## src/rtl/fifo_pkg.sv

```systemverilog
// Shared defaults and helpers for the synchronous FIFO and its RAM.
package fifo_pkg;

  localparam int FIFO_DATA_WIDTH = 10;
  localparam int FIFO_PTR_SIZE   = 3;

  // Occupancy needs one bit more than a pointer so it can represent 0..DEPTH.
  function automatic int count_width(input int ptr_size);
    return ptr_size + 1;
  endfunction

endpackage

```

## src/rtl/fifo_sync_flags_if.sv

```systemverilog
// Producer/consumer bundle of the synchronous FIFO: requests, data, status.
interface fifo_sync_flags_if
  import fifo_pkg::*;
#(
  parameter int DATA_WIDTH = FIFO_DATA_WIDTH,
  parameter int PTR_SIZE   = FIFO_PTR_SIZE
);

  localparam int CW = count_width(PTR_SIZE);

  logic                  push;
  logic [DATA_WIDTH-1:0] data_in;
  logic                  pop;
  logic                  err_clr;
  logic [DATA_WIDTH-1:0] data_out;
  logic                  valid_out;
  logic [CW-1:0]         count;
  logic                  full;
  logic                  empty;
  logic                  almost_full;
  logic                  almost_empty;
  logic                  overflow;
  logic                  underflow;

  modport master (
    output push, data_in, pop, err_clr,
    input  data_out, valid_out, count, full, empty,
           almost_full, almost_empty, overflow, underflow
  );

  modport slave (
    input  push, data_in, pop, err_clr,
    output data_out, valid_out, count, full, empty,
           almost_full, almost_empty, overflow, underflow
  );

endinterface

```

## src/rtl/dp_ram_param.sv

```systemverilog
// Dual-port RAM: one write port, one registered read port; a same-address
// read and write in one cycle returns the old contents.
module dp_ram_param #(
  parameter int DATA_WIDTH = 10,
  parameter int DEPTH      = 8,
  parameter int PTR_SIZE   = 3
) (
  input  logic                  clk,
  input  logic                  rst,
  input  logic                  we,
  input  logic [PTR_SIZE-1:0]   wr_addr,
  input  logic [DATA_WIDTH-1:0] wr_data,
  input  logic                  re,
  input  logic [PTR_SIZE-1:0]   rd_addr,
  output logic [DATA_WIDTH-1:0] rd_data
);

  logic [DATA_WIDTH-1:0] mem [DEPTH];

  always_ff @(posedge clk) begin
    if (we) mem[wr_addr] <= wr_data;
  end

  // Only the output register is reset; the array keeps its contents.
  always_ff @(posedge clk) begin
    if (rst)     rd_data <= '0;
    else if (re) rd_data <= mem[rd_addr];
  end

endmodule

```

## src/rtl/fifo_sync_flags.sv

```systemverilog
// Single-clock FIFO: pointers, occupancy, level flags and sticky error flags
// around a registered-read dual-port RAM.
module fifo_sync_flags
  import fifo_pkg::*;
#(
  parameter int DATA_WIDTH = FIFO_DATA_WIDTH,
  parameter int PTR_SIZE   = FIFO_PTR_SIZE,
  parameter int DEPTH      = 2 ** FIFO_PTR_SIZE,
  parameter int AF_LEVEL   = 6,
  parameter int AE_LEVEL   = 2
) (
  input logic clk,
  input logic rst,
  fifo_sync_flags_if.slave bus
);

  localparam int CW = count_width(PTR_SIZE);
  localparam logic [CW-1:0] DEPTH_C = CW'(DEPTH);
  localparam logic [CW-1:0] AF_C    = CW'(AF_LEVEL);
  localparam logic [CW-1:0] AE_C    = CW'(AE_LEVEL);

  logic [PTR_SIZE-1:0] wr_ptr;
  logic [PTR_SIZE-1:0] rd_ptr;
  logic [CW-1:0]       count_q;
  logic                valid_q;
  logic                overflow_q;
  logic                underflow_q;
  logic                pop_ok;
  logic                push_ok;
  logic                is_full;
  logic                is_empty;

  assign is_full  = (count_q == DEPTH_C);
  assign is_empty = (count_q == '0);

  // A push into a full FIFO is fine when a pop frees a slot in the same cycle.
  assign pop_ok  = bus.pop && !is_empty;
  assign push_ok = bus.push && (!is_full || pop_ok);

  dp_ram_param #(
    .DATA_WIDTH (DATA_WIDTH),
    .DEPTH      (DEPTH),
    .PTR_SIZE   (PTR_SIZE)
  ) u_ram (
    .clk     (clk),
    .rst     (rst),
    .we      (push_ok && !rst),
    .wr_addr (wr_ptr),
    .wr_data (bus.data_in),
    .re      (pop_ok),
    .rd_addr (rd_ptr),
    .rd_data (bus.data_out)
  );

  always_ff @(posedge clk) begin
    if (rst) begin
      wr_ptr      <= '0;
      rd_ptr      <= '0;
      count_q     <= '0;
      valid_q     <= 1'b0;
      overflow_q  <= 1'b0;
      underflow_q <= 1'b0;
    end else begin
      if (push_ok) wr_ptr <= wr_ptr + 1'b1;
      if (pop_ok)  rd_ptr <= rd_ptr + 1'b1;
      valid_q <= pop_ok;

      case ({push_ok, pop_ok})
        2'b10:   count_q <= count_q + CW'(1);
        2'b01:   count_q <= count_q - CW'(1);
        default: count_q <= count_q;
      endcase

      // A new error in the same cycle as err_clr keeps the flag set.
      if (bus.push && !push_ok) overflow_q <= 1'b1;
      else if (bus.err_clr)     overflow_q <= 1'b0;

      if (bus.pop && !pop_ok)   underflow_q <= 1'b1;
      else if (bus.err_clr)     underflow_q <= 1'b0;
    end
  end

  assign bus.valid_out    = valid_q;
  assign bus.count        = count_q;
  assign bus.full         = is_full;
  assign bus.empty        = is_empty;
  assign bus.almost_full  = (count_q >= AF_C);
  assign bus.almost_empty = (count_q <= AE_C);
  assign bus.overflow     = overflow_q;
  assign bus.underflow    = underflow_q;

endmodule

```

## src/flat_wrapper.sv

```systemverilog
// flat-port wrapper written by rule: the top's interface ports become plain ports
module fifo_sync_flags_flat import fifo_pkg::*;
#(
  parameter int DATA_WIDTH = FIFO_DATA_WIDTH,
  parameter int PTR_SIZE   = FIFO_PTR_SIZE,
  parameter int DEPTH      = 2 ** FIFO_PTR_SIZE,
  parameter int AF_LEVEL   = 6,
  parameter int AE_LEVEL   = 2
)
  (clk, rst, bus_push, bus_data_in, bus_pop, bus_err_clr, bus_data_out, bus_valid_out, bus_count, bus_full, bus_empty, bus_almost_full, bus_almost_empty, bus_overflow, bus_underflow);
  fifo_sync_flags_if #(.DATA_WIDTH(DATA_WIDTH), .PTR_SIZE(PTR_SIZE)) bus_i ();
  input logic clk;
  input logic rst;
  input wire logic [$bits(bus_i.push)-1:0] bus_push;
  input wire logic [$bits(bus_i.data_in)-1:0] bus_data_in;
  input wire logic [$bits(bus_i.pop)-1:0] bus_pop;
  input wire logic [$bits(bus_i.err_clr)-1:0] bus_err_clr;
  output wire logic [$bits(bus_i.data_out)-1:0] bus_data_out;
  output wire logic [$bits(bus_i.valid_out)-1:0] bus_valid_out;
  output wire logic [$bits(bus_i.count)-1:0] bus_count;
  output wire logic [$bits(bus_i.full)-1:0] bus_full;
  output wire logic [$bits(bus_i.empty)-1:0] bus_empty;
  output wire logic [$bits(bus_i.almost_full)-1:0] bus_almost_full;
  output wire logic [$bits(bus_i.almost_empty)-1:0] bus_almost_empty;
  output wire logic [$bits(bus_i.overflow)-1:0] bus_overflow;
  output wire logic [$bits(bus_i.underflow)-1:0] bus_underflow;
  assign bus_i.push = bus_push;
  assign bus_i.data_in = bus_data_in;
  assign bus_i.pop = bus_pop;
  assign bus_i.err_clr = bus_err_clr;
  assign bus_data_out = bus_i.data_out;
  assign bus_valid_out = bus_i.valid_out;
  assign bus_count = bus_i.count;
  assign bus_full = bus_i.full;
  assign bus_empty = bus_i.empty;
  assign bus_almost_full = bus_i.almost_full;
  assign bus_almost_empty = bus_i.almost_empty;
  assign bus_overflow = bus_i.overflow;
  assign bus_underflow = bus_i.underflow;
  fifo_sync_flags #(.DATA_WIDTH(DATA_WIDTH), .PTR_SIZE(PTR_SIZE), .DEPTH(DEPTH), .AF_LEVEL(AF_LEVEL), .AE_LEVEL(AE_LEVEL)) u_core (.clk(clk), .rst(rst), .bus(bus_i));
endmodule
```

## config.mk

```make
export PLATFORM = sky130hd
export DESIGN_NAME = fifo_sync_flags_flat
export DESIGN_NICKNAME = d
export VERILOG_FILES = /design/src/rtl/fifo_pkg.sv /design/src/rtl/fifo_sync_flags_if.sv /design/src/rtl/dp_ram_param.sv /design/src/rtl/fifo_sync_flags.sv /design/src/flat_wrapper.sv
export SDC_FILE = /design/constraint.sdc
export NUM_CORES = 1
export LEC_CHECK = 0
export BUFFER_PORTS_ARGS = -buffer_cell sky130_fd_sc_hd__buf_2
export CORE_MARGIN = 2
export CORE_UTILIZATION = 59
export CTS_BUF_LIST = sky130_fd_sc_hd__clkbuf_16
export DETAILED_ROUTE_END_ITERATION = 12
export PLACE_DENSITY = 0.79
export SLEW_MARGIN = 20
export SYNTH_ARGS = -nofsm -noshare
export SYNTH_HDL_FRONTEND = slang
export SYNTH_HIERARCHICAL = 1
export SYNTH_SLANG_ARGS = --single-unit
```

## constraint.sdc

```tcl
create_clock -name clk -period 2.61 [get_ports clk]
set_input_delay 0.1305 -clock clk [delete_from_list [all_inputs] [get_ports clk]]
set_output_delay 0.1305 -clock clk [all_outputs]
set_load 0.03 [all_outputs]
```

### Yosys cells after proc, flatten, opt, wreduce, memory -nomap -nowiden

Memories as Yosys holds them, arrays and structs flattened. A register that Yosys moved wholly into a read port is not among the register bits.
Cells that the tools add are included.

| word-level totals | value |
|---|---|
| flip-flop bits (word level) | 13 |
| bits in writable memories | 80 |
| memories | 1 |
| output and inout port bits | 21 |
| logic and storage cells | 37 |
| input bits | 15 |

| operators by class | value |
|---|---|
| eq/ne operators | 3 |
| mux-type cells | 6 |
| add/subtract/negate cells | 4 |
| order comparisons | 2 |
| reductions and logical operators | 15 |

Memories:

| name | depth | width | rd ports | clocked after Yosys merged registers in | write ports | RTL line | source |
|---|---|---|---|---|---|---|---|
| u_core.u_ram.mem | 8 | 10 | 1 | 1 | 1 | dp_ram_param.sv:18 | `logic [DATA_WIDTH-1:0] mem [DEPTH];` |

Operator list:

| cell | number |
|---|---|
| 4-bit one-hot mux with 2 select lines | 1 |
| 3-bit by 1-bit adder with 3-bit output, second input constant | 2 |
| 2-bit nonzero test | 3 |
| 1-bit logical AND | 5 |
| 1-bit zero test | 5 |
| 1-bit 2-to-1 mux | 5 |
| 4-bit by 1-bit adder with 4-bit output, second input constant | 1 |
| 4-bit equality test, second input constant | 1 |
| 4-bit by 3-bit greater-or-equal comparator with 1-bit output, second input constant | 1 |
| 4-bit by 2-bit less-or-equal comparator with 1-bit output, second input constant | 1 |
| 4-bit zero test | 1 |
| 4-bit by 1-bit subtractor with 4-bit output, second input constant | 1 |
| 2-bit by 1-bit equality test with 1-bit output, second input constant | 1 |
| 2-bit equality test, second input constant | 1 |
| 1-bit logical OR | 1 |

### Logic depth before layout (Yosys ltp)

Gate-level depths: netlist of run 1.

| depth | value |
|---|---|
| depth in word-level cells | 8 |
| mapped depth | 9 |
| gate-level depth less buffers | 8 |

### Cells and area by module

Netlist of run 1, hierarchy kept.

By module, submodules not included:

| module | area each (um2) | seq. area each (um2) | cells an instance | times used |
|---|---|---|---|---|
| dp_ram_param | 3504.6 | 2602.5 | 196 | 1 |
| fifo_sync_flags | 733.2 | 260.2 | 80 | 1 |

### Worst setup path before layout of run 1

No wires, ideal clock.

| path | value |
|---|---|
| kind | flip-flop to flip-flop |
| start | register u_core.count_q[1], in the netlist u_core/bus.count[1] |
| end | register u_core.count_q[3], in the netlist u_core/bus.count[3] |
| data required time | 2.487 ns |
| buffers on the path | 1 |
| slack | 0.036 ns |
| setup time | 0.123 ns |
| period minus slack after synthesis | 2.574 ns |
| stages on the path, launching flop included | 10 |
| data arrival time | 2.451 ns |
| cells stage by stage | dfxtp_1 buf_2 o41ai_4 or2_2 inv_1 ha_1 a21o_1 a21oi_1 mux2i_1 mux2_1 |

| between the ends | value |
|---|---|
| cells in the longest elaborated chain, start to end | 7 |
| elaborated cells between the ends (all ways) | 13 |
| classes of those cells | 2 x add/sub; 3 x eq/ne; 1 x mux; 7 x reduce/logical |

Ends and longest elaborated chain:

| what | RTL line | source |
|---|---|---|
| from (decl) | fifo_sync_flags.sv:24 | `logic [CW-1:0] count_q;` |
| from (signal assigned) | fifo_sync_flags.sv:69 | `2'b10: count_q <= count_q + CW'(1);` |
| from (signal assigned) | fifo_sync_flags.sv:70 | `2'b01: count_q <= count_q - CW'(1);` |
| from (signal assigned) | fifo_sync_flags.sv:71 | `default: count_q <= count_q;` |
| 4-bit zero test | fifo_sync_flags.sv:34 | `assign is_empty = (count_q == '0);` |
| 1-bit zero test | fifo_sync_flags.sv:37 | `assign pop_ok = bus.pop && !is_empty;` |
| 1-bit logical AND | fifo_sync_flags.sv:37 |  |
| 1-bit logical OR | fifo_sync_flags.sv:38 | `assign push_ok = bus.push && (!is_full \|\| pop_ok);` |
| 1-bit logical AND | fifo_sync_flags.sv:38 |  |
| 2-bit by 1-bit equality test with 1-bit output / 2-bit equality test (equally long branches) | fifo_sync_flags.sv:68 | `case ({push_ok, pop_ok})` |
| 4-bit one-hot mux with 2 select lines / 2-bit nonzero test (equally long branches) | n/a |  |

Parallel ways exist; a longest one is shown, timed or not.
A chain may end at the register's enable or synchronous reset.

### Final worst setup path of run 1

| path | value |
|---|---|
| start | register u_core.count_q[2], in the netlist u_core/bus.count[2] |
| end | memory u_core.u_ram.mem[2][0] (enable) |

| between the ends | value |
|---|---|
| cells in the longest elaborated chain, start to end | 8 |
| elaborated cells between the ends (all ways) | 10 |
| classes of those cells | 1 x eq/ne; 2 x mux; 7 x reduce/logical |

Ends and longest elaborated chain:

| what | RTL line | source |
|---|---|---|
| 4-bit zero test | fifo_sync_flags.sv:34 |  |
| 1-bit zero test | fifo_sync_flags.sv:37 |  |
| 1-bit logical AND | fifo_sync_flags.sv:37 |  |
| 1-bit logical OR (*) | fifo_sync_flags.sv:38 |  |
| 1-bit logical AND (*) | fifo_sync_flags.sv:38 |  |
| 1-bit logical AND (*) | fifo_sync_flags.sv:47 | `.we (push_ok && !rst),` |
| 1-bit 2-to-1 mux (*) | dp_ram_param.sv:21 | `if (we) mem[wr_addr] <= wr_data;` |
| 1-bit 2-to-1 mux (implied by the code) (*) | dp_ram_param.sv:21 |  |
| to (decl) | dp_ram_param.sv:18 |  |

Every way passes the cells marked *; elsewhere a longest branch is shown, timed or not.

==> metrics.md, run 1 <==
| Metric | Value |
|---|---|
| Skew-Pair Late Insertion Delay | 0.34 ns |
| Multi-input logic area | 0.00124 mm² |
| Root buf cell | clkbuf_16 |
| CTS max path bufs | 2 |
| Layout area overhead | 13.4% |
| Status | finished, final reports clean |
| Post-Syn Instances | 276 |
| Mapped cell area | roughly 0.0042 mm² |
| Crit. End Element | flip-flop |
| Post-Route Setup TNS | 0 ns |
| Delay-heaviest family, CP | simple AND/OR/NAND/NOR gates |
| Die area | around 0.0079 mm² |
| Post-place setup slack | just over 0.2 ns |
| Cell Rows | 30 |
| ANT nets after route | 0 |
| DR iter-0 viols | 140 |
| Final setup vio count | 0 |
| Slew Limit Headroom | 24.4% |
| Final Hold Viols | 0 |
| Fill cells | approximately 450 |
| Total gr overflow | 0 |
| Placer Congestion | a little over 0.8 |
| Worst-path fanout max | 10 |
| Largest net degree at the start of global routing | between 40 and 50 |
| Required @ worst endpoint | 2.57 ns |
| Final WL | between 8000 and 9000 µm |
| Slew Limit Fails | 0 |
| Diodes inserted | 0 |
| Synth Flop Type | edfxtp_1 |
| Slew @ Worst Pin | approximately 1.1 ns |
| CP most frequent cell | nor2_1 |
| H-tree depth | 3 |
| Ys async rst share | 0% |
| Drt drc | 0 |
| Highest Clock Rate | about 0.42 GHz |
| Synth unique cells | between 40 and 50 |
| Crit-path max cell delay | 0.87 ns |
| Max_cap viols | 0 |
| Die Y | 88.8 µm |
| Setup Buffers After CTS | 0 |
| Period minus WS final | about 2.4 ns |
| Post-CTS Resized | 0 |
| Avg Inst Size Synth | around 15 µm² |
| Placeable Area | 0.00687 mm² |
| Initial Util | roughly 62% |
| Via count | between 2000 and 2500 |
| Number of global-route vias before repair | roughly 2300 |
| CTS buffer count | 9 |
| Initial antenna violation count | 0 |
| Reg-to-reg setup timing slack | ~0.21 ns |
| HP Class | in -> reg |
| Global-route wire length before repair | ~12000 µm |
| TritonCTS clock tree | done |
| Critical Path Source Type | flip-flop |
| Reg area | between 0.002 and 0.003 mm² |
| Via density per instance | 5.82 |
| Die Wd | a little under 90 µm |
| Overall routing resource usage | about 22% |
| Hold_buf cts | 0 |
| Clock slew at reported path FFs | 0.07 ns |
| Worst vdd ir | between 0.0006 and 0.0007 V |
| DP Wirelength | ~5000 µm |
| Clock Skew | 0.00763 ns |
| Final period util | around 92% |
| CP Class | reg -> reg |
| Tot Pwr | roughly 5000 µW |
| RSZ-0062 raised after global routing | no |
| PnR worst setup slack | a little over 0.2 ns |
| Share of layout cells above drive strength 1 | a little under a third |
| CTS sink count | 103 |
| Critical path, cell by cell | or4b_4, o21ai_2, nor2_1, nand2b_1, nor2_1 |
| DRT Pass-1 Iters | 4 |
| Synthesized flop and latch total | just over 100 |
| Pwr per Cell Area | a little over 1000 mW/mm² |
| # IOs | 36 |
| Net Count, Synth | around 300 |
| Worst path slowest cell | nor2_1 |
| EDFF count, synth | 80 |
| Buf/Inv on CP | 0 |
| Pleak | 0.00173 µW |
| Synthesis Warnings | 6 |
| PortBufs | 35 |
| Seq/Total Area, Yosys | 67.6% |
| CP arrival | between 2 and 2.5 ns |
| Fin nets | 337 |
| WL per Instance | 19.3 µm |
-- cell type report --
cell class / instances / area share [%]
flip-flops and latches: 103 / 59.6
multi-input cells: 150 / 25.8
repair buffers: 45 / 5.47
clock buffers: 9 / 4.69
well taps: 96 / 2.50
clock inverters: 7 / 1.33
inverters: 8 / 0.625
-- sequential cells by signal (all words and copies together) (netlist names) --
signal                cells
u_core/u_ram/mem         80
u_core/u_ram/rd_data     10
u_core/bus.count          4
u_core/rd_ptr             3
u_core/wr_ptr             3
u_core/bus.overflow       1
u_core/bus.underflow      1
u_core/bus.valid_out      1
-- placed cells by master, fill, tap and decap left out, types with 2 or more instances in the layout --
cell / count
nor2_1: 31
inv_1: 8
inv_6: 4
buf_2: 35
dfxtp_1: 22
mux2i_1: 22
nand2_1: 6
a21o_1: 2
xnor2_1: 4
ha_1: 4
a211oi_1: 2
xor2_1: 3
a21oi_1: 3
nor3_1: 3
a211oi_2: 11
a221o_1: 9
mux2_2: 20
clkbuf_16: 9
o22ai_1: 9
a22oi_1: 2
buf_4: 9
edfxtp_1: 80
nor2b_1: 2
nand2b_1: 4
-- layer usage --
layer | global-route usage, % | share of wire, %
met1 | 30.7 | 43
met2 | 35.5 | 49
met3 | 2.99 | 6.5
met4 | 9.37 | 1.4
met5 | 0 | 0
-- metrics by stage --
stage	util [%]	std cells	hold slack (ns)	cell area, µm²
global placement	65.7	402	0.397	4520
global route	69.9	418	0.0741	4800
finish	69.9	418	0.0543	4800
CTS	69.9	418	0.0563	4800
detailed placement	65.7	402	0.412	4520
floorplan	-	276	0.200	4240
-- power breakdown --
group | total [µW] | leakage, µW | switching (µW) | internal (µW)
registers | 2030 | 0.000912 | 121 | 1910
clock network | 1270 | 0.000142 | 608 | 667
logic | 1560 | 0.000674 | 922 | 638
total | 4860 | 0.00173 | 1650 | 3210
-- synth_stat cells, types with 2 or more instances --
| cell | instances | area, µm² |
|---|---|---|
| inv_1 | 8 | 30.0 |
| xor2_1 | 3 | 26.3 |
| nor2b_1 | 2 | 12.5 |
| xnor2_1 | 4 | 35.0 |
| nor3_1 | 3 | 15.0 |
| edfxtp_1 | 80 | 2400 |
| nand2b_1 | 4 | 25.0 |
| buf_2 | 2 | 10.0 |
| buf_6 | 2 | 22.5 |
| clkbuf_1 | 4 | 15.0 |
| a22oi_1 | 2 | 15.0 |
| mux2i_1 | 22 | 220 |
| a211oi_1 | 2 | 15.0 |
| mux2_2 | 20 | 225 |
| buf_1 | 3 | 11.3 |
| o22ai_1 | 9 | 56.3 |
| dfxtp_1 | 23 | 460 |
| a211oi_2 | 11 | 138 |
| nand2_1 | 6 | 22.5 |
| a21o_1 | 2 | 15.0 |
| nor2_1 | 31 | 116 |
| a21oi_1 | 3 | 15.0 |
| a221o_1 | 9 | 90.1 |
| ha_1 | 4 | 50.1 |
-- final timing paths --
check / from / to / depth (start not counted)
setup / recovery: u_core/bus.count[2] / u_core/u_ram/mem[2][0] / 5
hold / removal: bus_data_in[1] / u_core/u_ram/mem[1][1] / 1
setup reg to reg: u_core/bus.count[2] / u_core/u_ram/mem[2][0] / 5
hold reg to reg: u_core/bus.overflow / u_core/bus.overflow / 2
-- logic make-up after synthesis --
group                      after synthesis  synth area share [%]
xor gates and xnor gates                 7                  1.45
AOI/OAI and AO/OA                       46                  10.2
buffers and inverters                   23                  3.22
DFF                                    103                  67.6
muxes                                   43                  10.8
adders and majority gates                5                  1.65
and+or+nand+nor                         49                  5.14
Power figures use the tool's default switching activity.
==> inputs of run 2 (changes only) <==
--- a/config.mk
+++ b/config.mk
@@ -8,7 +8,8 @@
 export BUFFER_PORTS_ARGS = -buffer_cell sky130_fd_sc_hd__buf_2
+export CORE_ASPECT_RATIO = 0.6
 export CORE_MARGIN = 2
-export CORE_UTILIZATION = 59
+export CORE_UTILIZATION = 50
 export CTS_BUF_LIST = sky130_fd_sc_hd__clkbuf_16
 export DETAILED_ROUTE_END_ITERATION = 12
-export PLACE_DENSITY = 0.79
+export PLACE_DENSITY = 0.69
 export SLEW_MARGIN = 20
==> constraint.sdc (replaced) <==
create_clock -name clk -period 2.61 [get_ports clk]
set_input_delay 0.522 -clock clk [delete_from_list [all_inputs] [get_ports clk]]
set_output_delay 0.522 -clock clk [all_outputs]
set_load 0.03 [all_outputs]
==> run 2 against run 1 <==
Clock power grew 9%. Flip-flop and latch count is the same. Die area grew 17%. Sequential share of layout area shrank 0.57 points. Hold slack gained 0.39 ns. Power grew 2.5%. Via count shrank 3.1%. Clock skew grew 0.0013 ns. Register-to-register slack is essentially flat. Largest power group unchanged. Combinational power is essentially flat. Non-clock buffer count grew 1. Critical endpoint is now u_core/u_ram/mem[5][1].
==> metrics.md, run 2 (same netlist as run 1, synthesis figures left out) <==
| Metric | Value |
|---|---|
| TritonCTS clock tree | done |
| Fin nets | 338 |
| Period minus WS final | around 2.4 ns |
| # IOs | 36 |
| HP Class | in -> reg |
| Via count | between 2000 and 2500 |
| Fill cells | 616 |
| Largest net degree at the start of global routing | 43 |
| Sequential share of power | about two fifths |
| Final WL | between 7000 and 8000 µm |
| WL per Instance | 18.5 µm |
| CTS sink count | 103 |
| Initial antenna violation count | 0 |
| Logic pwr share | a little under a third |
| Placeable Area | roughly 0.008 mm² |
| Most common cell after layout, fill and taps aside | edfxtp_1 |
| DP Area | 0.00454 mm² |
| Max FFs per register | 80 |
| Crit-path max cell delay | ~0.88 ns |
| CTS max path bufs | 2 |
| Max_cap viols | 0 |
| Layout area overhead | 14.5% |
| Register with the most flip-flops | u_core/u_ram/mem |
| Share of layout cells above drive strength 1 | 30.0% |
| Pwr per Cell Area | 1030 mW/mm² |
| Setup Buffers After CTS | 0 |
| Crit. End Element | flip-flop |
| Final Hold Viols | 0 |
| Number of global-route vias before repair | roughly 2200 |
| Placer Congestion | roughly 0.75 |
| Most frequent cells in the layout | edfxtp_1 (80), buf_2 (35), nor2_1 (31) |
| Global-route wire length before repair | around 12000 µm |
| Via density per instance | about 5.5 |
| Reg area | ~0.0029 mm² |
| CP Class | reg -> reg |
| GR Util met2 | 26.9% |
| Multi-input logic area | approximately 0.0012 mm² |
| Worst vdd ir | 0.000429 V |
| Post-Route Setup TNS | 0 ns |
| RSZ-0062 raised after global routing | no |
| DRT Pass-1 Iters | 4 |
| DP Wirelength | between 5000 and 6000 µm |
| Buf/Inv on CP | 0 |
| Clock slew at reported path FFs | roughly 0.06 ns |
| DR iter-0 viols | about 220 |
| Slew Limit Headroom | 24.2% |
| Final period util | between 90% and 100% |
| Most used routing layer | met1 |
| Highest Clock Rate | 0.415 GHz |
| ANT nets after route | 0 |
| Status | finished, final reports clean |
| Power Internal | between 3000 and 4000 µW |
| CP most frequent cell | nor2_1 |
| Initial Util | between 50% and 60% |
| Clock Skew | approximately 0.0089 ns |
| Post-place setup slack | between 0.1 and 0.15 ns |
| Hold_buf cts | 0 |
| PnR worst setup slack | 0.203 ns |
| Final instance area | slightly below 0.005 mm² |
| Final setup vio count | 0 |
| Delay-heaviest family, CP | simple AND/OR/NAND/NOR gates |
| Required @ worst endpoint | between 2 and 3 ns |
| CTS buffer count | 9 |
| Skew-Pair Late Insertion Delay | roughly 0.35 ns |
| Worst path slowest cell | nor2_1 |
| Slew Limit Fails | 0 |
| Critical Path Source | u_core/bus.count[2] |
| Die area | around 0.0093 mm² |
| Total gr overflow | 0 |
| Final hold slack | about 0.44 ns |
| PortBufs | 35 |
| Worst Min Path Start | bus_data_in[0] |
| Post-CTS Resized | 0 |
| Critical Path Source Type | flip-flop |
| Critical path, cell by cell | or4b_4, o21ai_2, nor2_1, nand2_1, nor2_1 |
| Cell Rows | 25 |
| Critical R2R Launch | u_core/bus.count[2] |
| Overall routing resource usage | around a fifth |
| Diodes inserted | 0 |
| Drt drc | 0 |
| Die Wd | 123 µm |
| Slew @ Worst Pin | 1.13 ns |
| H-tree depth | 3 |
| Switching part of the total power | roughly a third |
| M3 GR Usage | 6.29% |
| Clock power share | roughly 28% |
| Die Y | ~75 µm |
| Net Sw Power | around 1600 µW |
| Worst-path fanout max | 10 |
| Root buf cell | clkbuf_16 |
| Met1 Use GR | about 28% |
| CP arrival | 2.37 ns |
| Pleak | ~0.0017 µW |
[run 2: worst paths after layout]
| path | end | slack, ns | cells after the start |
|---|---|---|---|
| setup reg to reg | u_core/u_ram/mem[5][1] | 0.20 | 5 |
| hold / removal | u_core/u_ram/mem[2][0] | 0.44 | 1 |
| hold reg to reg | u_core/bus.overflow | 0.51 | 2 |
| setup / recovery | u_core/u_ram/mem[5][1] | 0.20 | 5 |
[run 2: layout make-up]
class,count,area share (%)
Sequential cell,103,59.0
Multi-Input combinational cell,150,25.5
Timing Repair Buffer,46,5.57
Clock buffer,9,4.64
Tap cell,108,2.79
Clock inverter,7,1.81
Inverter,8,0.619
[run 2: stage by stage]
stage / total power [µW] / std cells / utilization (%)
final: 4980 / 431 / 60.3
after floorplan: 3290 / 276 / -
after global placement: 3600 / 415 / 56.5
after detailed placement: 3620 / 415 / 56.5
after global routing: 5210 / 431 / 60.3
after CTS: 5020 / 431 / 60.3
[run 2: power groups by stage]
| stage | registers [µW] | logic, µW | clock network (µW) |
|---|---|---|---|
| detailed placement | 2060 | 1560 | 0 |
| global placement | 2050 | 1550 | 0 |
| floorplan | 2210 | 1080 | 0 |
| CTS | 2030 | 1570 | 1420 |
| global route | 2050 | 1680 | 1480 |
| finish | 2030 | 1570 | 1390 |
[run 2: layer usage]
layer / vias up / wire, µm
li1: 1137 / -
met1: 1164 / 4110
met2: 51 / 3400
met3: 6 / 411
met4: 0 / 70
met5: - / 0
==> inputs of run 3 (changes only) <==
BUFFER_PORTS_ARGS = -buffer_cell sky130_fd_sc_hd__clkbuf_2   (was -buffer_cell sky130_fd_sc_hd__buf_2)
clock period = 2.8 ns   (was 2.61 ns; I/O delays follow)
==> run 3 against run 2 <==
Via count fell by 0.64%. Utilization fell by 0.78 points. Register-to-register slack improved by 0.15 ns. Cell count fell by 0.70%. Maximum frequency fell by 1.5%. Flip-flop and latch count did not move. Design area fell by 1.3%. Critical path depth did not move. Critical endpoint is now u_core/u_ram/mem[1][5]. Largest cell class unchanged. Largest power group unchanged.
==> metrics.md, run 3 (same netlist as run 1, synthesis figures left out) <==
| Metric | Value |
|---|---|
| Status | finished, final reports clean |
| Slew Limit Fails | 0 |
| Final WL | slightly above 8000 µm |
| Register-to-Register Path Depth | 5 |
| Final setup vio count | 0 |
| PortBufs | 35 |
| DR iter-0 viols | 191 |
| Worst Hold Depth | 2 |
| Post-CTS Resized | 0 |
| Setup Buffers After CTS | 0 |
| Power Internal | ~3000 µW |
| CP most frequent cell | nor2_1 |
| Initial Util | 52.7% |
| Cell Rows | 25 |
| TritonCTS clock tree | done |
| WL per Instance | approximately 19 µm |
| Buf/Inv on CP | 0 |
| Most common cell after layout, fill and taps aside | edfxtp_1 |
| Pleak | around 0.0017 µW |
| Max_cap viols | 0 |
| # IOs | 36 |
| Diodes inserted | 0 |
| Worst vdd ir | 0.000459 V |
| CTS buffer count | 9 |
| Highest Clock Rate | slightly above 0.4 GHz |
| Placeable Area | approximately 0.0080 mm² |
| Die Y | 75.3 µm |
| Crit. End Element | flip-flop |
| RR Endpoint | u_core/u_ram/mem[1][5] |
| Die Wd | around 120 µm |
| RSZ-0062 raised after global routing | no |
| Worst path slowest cell | nor2_1 |
| Register with the most flip-flops | u_core/u_ram/mem |
| Drt drc | 0 |
| Worst-path fanout max | 11 |
| Total gr overflow | 0 |
| Critical Path Source Type | flip-flop |
| CTS sink count | between 100 and 150 |
| Placer Congestion | about 0.77 |
| Most frequent cells in the layout | edfxtp_1 (80), clkbuf_2 (35), nor2_1 (31) |
| Final period util | 87.3% |
| CTS max path bufs | 2 |
| Clock Skew | 0.00405 ns |
| Crit-path max cell delay | roughly 0.87 ns |
| CP arrival | 2.40 ns |
| Period minus WS final | approximately 2.4 ns |
| Clock slew at reported path FFs | approximately 0.06 ns |
| HP Class | reg -> reg |
| Initial antenna violation count | 0 |
| Overall routing resource usage | between 10% and 20% |
| Hold Path End | u_core/bus.overflow |
| Layout area overhead | 13.0% |
| Worst Min Path Start | u_core/bus.overflow |
| Reg-to-reg setup timing slack | 0.36 ns |
| Global-route wire length before repair | 13000 µm |
| Slew Limit Headroom | between 20% and 30% |
| Final Hold Viols | 0 |
| Largest net degree at the start of global routing | 25 |
| Fin nets | ~340 |
| Share of layout cells above drive strength 1 | slightly below 30% |
| Sequential share of power | 43.3% |
| Post-Route Setup TNS | 0 ns |
| Switching part of the total power | approximately a third |
| Clock power share | roughly a quarter |
| Root buf cell | clkbuf_16 |
| Hold_buf cts | 0 |
| CP Class | reg -> reg |
| Fin util | between 50 and 60% |
| Critical path, cell by cell | or4b_4, o21ai_2, nor2_1, nand2b_1, nor2_1 |
| Die area | 0.00925 mm² |
| ANT nets after route | 0 |
| DP Wirelength | 5330 µm |
| Skew-Pair Late Insertion Delay | 0.34 ns |
| Pwr per Cell Area | approximately 940 mW/mm² |
| Via count | 2343 |
| Critical R2R Launch | u_core/bus.count[1] |
| Logic pwr share | 30.5% |
| Number of global-route vias before repair | between 2000 and 2500 |
| H-tree depth | 3 |
| Max FFs per register | 80 |
| Via density per instance | ~5.5 |
| DRT Pass-1 Iters | 4 |
| Slew @ Worst Pin | 1.11 ns |
| Net Sw Power | 1490 µW |
| Required @ worst endpoint | between 2 and 3 ns |
| Delay-heaviest family, CP | simple AND/OR/NAND/NOR gates |
==> run 3: layer usage <==
metal	part of all wire [%]	vias up	track usage (%)
li1	-	1131	-
met1	51	1139	31.3
met2	40	65	26.8
met3	7.7	8	5.61
met4	1.1	0	5.75
met5	0	-	0
==> run 3: worst max path at each step <==
| stage | start | end | cells after the start |
|---|---|---|---|
| after floorplan | u_core/bus.count[1] | u_core/bus.count[3] | 9 |
| after global placement | bus_pop | u_core/bus.count[3] | 9 |
| after detailed placement | bus_pop | u_core/bus.count[3] | 9 |
| after CTS | u_core/bus.count[0] | u_core/u_ram/mem[1][5] | 5 |
| after global routing | u_core/bus.count[0] | u_core/u_ram/mem[1][0] | 5 |
| final | u_core/bus.count[1] | u_core/u_ram/mem[1][5] | 5 |
==> run 3: per-stage QoR <==
| step | total power [µW] | setup slack (ns) | cell area (µm²) | hold WS [ns] | cells |
|---|---|---|---|---|---|
| global route | 4740 | 0.133 | 4790 | 0.517 | 428 |
| floorplan | 3070 | 0.226 | 4240 | 0.475 | 276 |
| global placement | 3350 | 0.287 | 4510 | 0.483 | 413 |
| finish | 4510 | 0.356 | 4790 | 0.496 | 428 |
| CTS | 4550 | 0.323 | 4790 | 0.501 | 428 |
| detailed placement | 3370 | 0.200 | 4510 | 0.487 | 413 |
==> run 3: area by class of cell <==
class                      count  area (µm²)
clock inverter                 6        52.6
sequential                   103        2860
clock buffer                   9         225
multi-input combinational    150        1240
inverter                       8        30.0
timing repair buffer          44         243
fill                         606        3250
tap                          108         135
==> run 3: power by group through the flow <==
stage	clock network (µW)	registers [µW]	logic, µW
finish	1180	1960	1380
global route	1260	1990	1490
CTS	1210	1960	1380
detailed placement	0	1990	1380
global placement	0	1980	1370
floorplan	0	2060	1000
==> run 3: worst reg2reg max path, cell delays in order (launching register included) <==
cell      delay, ns
dfxtp_1        0.59
or4b_4         0.25
o21ai_2        0.08
nor2_1         0.14
nand2b_1       0.13
nor2_1         0.87
